<file path="config.mk">
export PLATFORM = sky130hd
export DESIGN_NAME = alu_seq_responder
export DESIGN_NICKNAME = d
export VERILOG_FILES = /design/src/rtl/alu_seq_responder.sv
export SDC_FILE = /design/constraint.sdc
export NUM_CORES = 1
export LEC_CHECK = 0
export ABC_AREA = 1
export CAP_MARGIN = 10
export CELL_PAD_IN_SITES_DETAIL_PLACEMENT = 1
export CELL_PAD_IN_SITES_GLOBAL_PLACEMENT = 2
export CORE_ASPECT_RATIO = 0.9
export CORE_MARGIN = 1.5
export CORE_UTILIZATION = 30
export CTS_CLUSTER_SIZE = 14
export DETAILED_ROUTE_END_ITERATION = 16
export HOLD_SLACK_MARGIN = 0.05
export PLACE_DENSITY = 0.84
export REMOVE_ABC_BUFFERS = 1
export SLEW_MARGIN = 0
export SYNTH_ARGS = -nofsm -noshare
export SYNTH_HDL_FRONTEND = slang
export SYNTH_SLANG_ARGS = --single-unit
</file>
<file path="constraint.sdc">
create_clock -name clk -period 8.4 [get_ports clk]
set_input_delay 1.68 -clock clk [delete_from_list [all_inputs] [get_ports clk]]
set_output_delay 1.68 -clock clk [all_outputs]
set_load 0.02 [all_outputs]
</file>
<file path="src/rtl/alu_seq_responder.sv">
// alu_seq_responder
// Execution end of the ALU request/response interface. A request (A, B,
// opcode, Cin) is taken over a valid/ready handshake, executed, and the
// 2*WIDTH-bit result is returned over a second valid/ready handshake.
// Single-cycle ops answer on the cycle after accept; unsigned multiply runs
// an iterative shift-add over WIDTH cycles.
//
// Ports:
//   clk        system clock, rising edge
//   rst        asynchronous reset, active-high
//   req_valid  request present
//   req_ready  responder can accept a request this cycle
//   A, B       operands (WIDTH bits)
//   opcode     operation select (3 bits)
//   Cin        carry/borrow in
//   rsp_valid  result available
//   rsp_ready  consumer takes the result
//   Out        result (2*WIDTH bits)
//   busy       multiply in progress
//   rsp_zero   (ALU_FLAGS_EN only) Out == 0
//   rsp_carry  (ALU_FLAGS_EN only) carry/borrow of ADD/SUB, else 0
//
// Optional feature macro: ALU_FLAGS_EN adds the rsp_zero/rsp_carry flags.
module alu_seq_responder #(
  parameter int WIDTH = 32,
  parameter int SHW   = $clog2(WIDTH)
) (
  input  logic               clk,
  input  logic               rst,
  input  logic               req_valid,
  output logic               req_ready,
  input  logic [WIDTH-1:0]   A,
  input  logic [WIDTH-1:0]   B,
  input  logic [2:0]         opcode,
  input  logic               Cin,
  output logic               rsp_valid,
  input  logic               rsp_ready,
  output logic [2*WIDTH-1:0] Out,
  output logic               busy
`ifdef ALU_FLAGS_EN
  ,
  output logic               rsp_zero,
  output logic               rsp_carry
`endif
);

  localparam logic [2:0] OP_ADD = 3'b000;
  localparam logic [2:0] OP_SUB = 3'b001;
  localparam logic [2:0] OP_MUL = 3'b010;
  localparam logic [2:0] OP_AND = 3'b011;
  localparam logic [2:0] OP_OR  = 3'b100;
  localparam logic [2:0] OP_XOR = 3'b101;
  localparam logic [2:0] OP_SLL = 3'b110;
  localparam logic [2:0] OP_LTU = 3'b111;

  typedef enum logic [1:0] {IDLE, MUL, DONE} state_t;

  state_t               state, next_state;
  logic                 accept;
  logic [WIDTH-1:0]     a_reg, b_reg;
  logic [2*WIDTH-1:0]   acc, acc_next, partial;
  logic [SHW-1:0]       cnt;
  logic                 mul_last;
  logic [2*WIDTH-1:0]   out_reg, alu_res;
  logic [WIDTH:0]       add_w, sub_w;
`ifdef ALU_FLAGS_EN
  logic                 zero_reg, carry_reg;
`endif

  // Single-cycle ALU evaluated straight from the request inputs so the result
  // can be captured on the accept edge. SUB keeps its borrow in bit WIDTH and
  // sign-extends it through the upper half so the result reads as two's complement.
  always_comb begin
    add_w   = {1'b0, A} + {1'b0, B} + {{WIDTH{1'b0}}, Cin};
    sub_w   = {1'b0, A} - {1'b0, B} - {{WIDTH{1'b0}}, Cin};
    alu_res = '0;
    case (opcode)
      OP_ADD: alu_res = {{(WIDTH-1){1'b0}}, add_w};
      OP_SUB: alu_res = {{(WIDTH-1){sub_w[WIDTH]}}, sub_w};
      OP_MUL: alu_res = '0;
      OP_AND: alu_res = {{WIDTH{1'b0}}, A & B};
      OP_OR:  alu_res = {{WIDTH{1'b0}}, A | B};
      OP_XOR: alu_res = {{WIDTH{1'b0}}, A ^ B};
      OP_SLL: alu_res = {{WIDTH{1'b0}}, A} << B[SHW-1:0];
      OP_LTU: alu_res = {{(2*WIDTH-1){1'b0}}, (A < B)};
    endcase
  end

  // One shift-add step per cycle: bit cnt of A selects whether B shifted by
  // cnt is added into the accumulator. The final step's sum is the product.
  always_comb begin
    partial  = a_reg[cnt] ? ({{WIDTH{1'b0}}, b_reg} << cnt) : '0;
    acc_next = acc + partial;
    mul_last = (cnt == SHW'(WIDTH-1));
  end

  // Handshake and next-state logic. A result held in DONE can be consumed on
  // the same edge a new request is accepted, which keeps single-cycle ops
  // flowing at one per cycle.
  always_comb begin
    next_state = state;
    req_ready  = (state == IDLE) || ((state == DONE) && rsp_ready);
    accept     = req_valid && req_ready;
    rsp_valid  = (state == DONE);
    busy       = (state == MUL);
    case (state)
      IDLE: begin
        if (accept) next_state = (opcode == OP_MUL) ? MUL : DONE;
      end
      MUL: begin
        if (mul_last) next_state = DONE;
      end
      DONE: begin
        if (accept)         next_state = (opcode == OP_MUL) ? MUL : DONE;
        else if (rsp_ready) next_state = IDLE;
      end
      default: next_state = IDLE;
    endcase
  end

  // State register; reset aborts any multiply or pending result.
  always_ff @(posedge clk or posedge rst) begin
    if (rst) state <= IDLE;
    else     state <= next_state;
  end

  // Operand latching, multiply iteration and result capture. Single-cycle ops
  // register their result on the accept edge; a multiply latches its operands
  // and publishes the accumulator on its last iteration.
  always_ff @(posedge clk or posedge rst) begin
    if (rst) begin
      a_reg     <= '0;
      b_reg     <= '0;
      acc       <= '0;
      cnt       <= '0;
      out_reg   <= '0;
`ifdef ALU_FLAGS_EN
      zero_reg  <= 1'b0;
      carry_reg <= 1'b0;
`endif
    end else if (accept) begin
      if (opcode == OP_MUL) begin
        a_reg <= A;
        b_reg <= B;
        acc   <= '0;
        cnt   <= '0;
      end else begin
        out_reg   <= alu_res;
`ifdef ALU_FLAGS_EN
        zero_reg  <= (alu_res == '0);
        carry_reg <= ((opcode == OP_ADD) || (opcode == OP_SUB)) ? alu_res[WIDTH] : 1'b0;
`endif
      end
    end else if (state == MUL) begin
      acc <= acc_next;
      cnt <= cnt + SHW'(1);
      if (mul_last) begin
        out_reg   <= acc_next;
`ifdef ALU_FLAGS_EN
        zero_reg  <= (acc_next == '0);
        carry_reg <= 1'b0;
`endif
      end
    end
  end

  assign Out = out_reg;
`ifdef ALU_FLAGS_EN
  assign rsp_zero  = zero_reg;
  assign rsp_carry = carry_reg;
`endif

endmodule

</file>
==> impl_metrics.tcl <==
set metrics [dict create \
    hold_depth 2 \
    cts-hold-fix-buffers 0 \
    max_freq_ghz 0.177 \
    mostFrequentLayoutCells "nand2_1, inv_1, nor2_1, nand3_1, a21oi_1" \
    grt_pass1_wl_microns 188000 \
    postSynthCellCount 4556 \
    first_pass_iters 5 \
    dp_hpwl_microns 107000 \
    power_density_nw_per_um2 256 \
    cts_made_buffers 17 \
    first_global_vias 29000 \
    cp-start-kind "register" \
    h-tree-depth 4 \
    drt-initial-drc-count 2703 \
    pwr-share-seq_pct 21.4 \
    min_path_type "reg -> reg" \
    tightest_slew_ps 1060 \
    finalCriticalPeriod_ps 5640 \
    yosys_warnings 0 \
    track_usage_pct 28.7 \
    grt_max_degree 107 \
    cts-resized-gates 0 \
    syn_area_per_cell_sq_um 5.66 \
    worstReg2RegStart "cnt[1]" \
    dpl_cell_area_sq_um 28000 \
    placed_cells 5699 \
    start_util_pct 30.4 \
    comb_power_share_pct 66.7 \
    ios 139 \
    vias 29900 \
    final.setup.tns_ps 0 \
    via_per_inst 5.21 \
    clkPwrFrac_pct 11.9 \
    path_clk_slew_ps 80 \
    relSlewSlack_pct 29.1 \
    synth_edf_count 0 \
    power.leakage_nw 15.5 \
    clk_latency_ps 500 \
    final_cells 5734 \
    layout_commonest_cell "nand2_1" \
    cap_violations 0 \
    hold_viol 0 \
    yosysSeqAreaShare_pct 19.3 \
    routed_wirelength_microns 128000 \
    die-area_sq_um 87700 \
    gp_congestion 0.992 \
    cts_setup_buffers 0 \
    synthDistinctLibCells 55 \
    final_area_sq_um 28600 \
    period_share_pct 67.1 \
    finalSetupViolCount 0 \
    hold_path.startpoint "a_reg[26]" \
    rsz0062_at_grt "no" \
    ys_ff_latch 199 \
    finClkSkew_ps 20.8 \
    cts_max_path_buffers 2 \
    rows 101 \
    syn_to_final_growth_pct 11.0 \
    port_buffers 138 \
    ir_drop_uv 170 \
    critPathMaxFanout 47 \
    p_total_mw 7.34 \
    reg2reg_depth 23 \
    drive_above_1_share_pct 2.28 \
    grt-ovfl-total 0 \
    nets 4887 \
    power.net_switching_mw 4.21 \
    cts_root_buf "clkbuf_16" \
    startpoint "cnt[1]" \
    drc 0 \
    crit_required_ps 8780 \
    maxSlewViolCount 0 \
    synth_area_sq_um 25800 \
    ys.flop_type "dfrtp_1" \
    clkSinkCount 199 \
    status "finished, final reports clean" \
    intPower_mw 3.13 \
    p_sw_share_pct 57.4 \
    core-area_sq_um 84800 \
    antenna_found_initial 2 \
    path_class "reg -> reg" \
    fp.dieW_microns 312 \
    ant_nets 0 \
    async_flop_share_pct 100 \
    endpoint_kind "register" \
    die_h_microns 281 \
    wl_per_cell_microns 22.3 \
    arrival_ps 6020 \
    cts_tree "done" \
]
[routing by layer]
layer  global-route usage [%]  part of all wire (%)  vias to the layer above  wire length [microns]
met3                     6.97                   8.6                      135                  11000
met4                     8.05                   2.7                        2                   3470
li1                         -                     -                    14500                      -
met1                     40.8                    47                    14300                  60700
met2                     42.5                    41                      972                  52700
met5                        0                 0.090                        -                    115
[final timing paths]
kind	end	slack, ps
max	Out[45]	2760
min	a_reg[26]	490
max reg2reg	Out[45]	2760
min reg2reg	a_reg[26]	490
max in group asynchronous	Out[55]	5530
min in group asynchronous	Out[2]	1670
[synthesized netlist by cell type (3+ instances only)]
master / count / area share, %
o21ai_0: 194 / 3.8
a21oi_1: 225 / 4.4
and2_1: 8 / 0.19
buf_1: 15 / 0.22
or2_1: 3 / 0.073
o221ai_1: 4 / 0.14
nor4_1: 9 / 0.22
ha_1: 224 / 11
mux2i_1: 7 / 0.27
o22ai_1: 36 / 0.87
clkbuf_1: 55 / 0.80
buf_2: 60 / 1.2
inv_1: 711 / 10
xor2_1: 12 / 0.41
nand3_1: 371 / 7.2
clkinv_1: 3 / 0.044
nand2_1: 1539 / 22
nand2_2: 4 / 0.097
inv_2: 13 / 0.19
nor2_1: 487 / 7.1
nor2_2: 3 / 0.073
nor3_1: 51 / 0.99
a221oi_1: 5 / 0.17
o21ai_1: 109 / 2.1
dfrtp_1: 199 / 19
buf_4: 12 / 0.35
a22o_1: 4 / 0.14
buf_6: 13 / 0.57
o211ai_1: 50 / 1.5
nand4_1: 21 / 0.51
fa_1: 5 / 0.39
o31ai_1: 5 / 0.15
a31oi_1: 16 / 0.39
or2_2: 8 / 0.19
o21bai_1: 15 / 0.44
or2_0: 3 / 0.073
nor2_4: 4 / 0.17
nand3b_1: 31 / 0.90
[power groups by stage]
stage | combinational, mW | clock, mW | sequential, mW
after global placement | 4.69 | 0 | 1.57
final | 4.89 | 0.875 | 1.57
after global routing | 5.35 | 0.917 | 1.60
after detailed placement | 4.77 | 0 | 1.57
after floorplan | 2.67 | 0 | 1.69
after CTS | 4.80 | 0.883 | 1.56
[worst max-delay path: stages, from the launching register on]
cell and delay [ps]:
dfrtp_1 340, buf_4 410, inv_2 470, o21ai_1 260
o22ai_1 180, a22o_1 270, o21ai_4 450, nand2_2 500
o21ai_1 250, inv_1 70, ha_1 360, nand2_1 160
nor2_1 200, inv_1 80, nor3_1 330, nand2_1 220
nor2_1 150, nand2_1 90, nand3_1 290, nand2_1 90
nand2_1 70, nor2_1 60, nor2_1 110, nor2_1 50
[kinds of logic (layout without fill, tap and decap cells)]
logic type | Yosys count | count (layout) | synth area share (%)
compound gates | 678 | 678 | 14.6
xor+xnor | 13 | 13 | 0.441
fa+ha+maj | 229 | 229 | 11.3
buf+inv | 883 | 926 | 13.7
flops | 199 | 199 | 19.3
mux | 7 | 7 | 0.272
other cells | 0 | 2 | 0
simple gates | 2547 | 2547 | 40.4
[area by class of cell]
| cell class | instances | area (sq um) |
|---|---|---|
| diodes | 2 | 5.00 |
| clock buffers | 18 | 429 |
| clock inverters | 14 | 143 |
| fillers | 11400 | 56200 |
| inverters | 727 | 2740 |
| multi-input cells | 3474 | 17300 |
| flip-flops and latches | 199 | 4980 |
| well taps | 1133 | 1420 |
| repair buffers | 167 | 1630 |
[through the flow]
stage | setup slack (ps) | hold slack (ps) | util (%)
6_report | 2760 | 487 | 33.8
5_1_grt | 2350 | 528 | 33.8
4_1_cts | 2710 | 489 | 33.7
3_5_place_dp | 2660 | 470 | 33.0
3_3_place_gp | 2750 | 465 | 33.0
2_1_floorplan | 1290 | 448 | -
Note: power is estimated with default switching activity, not from simulation.
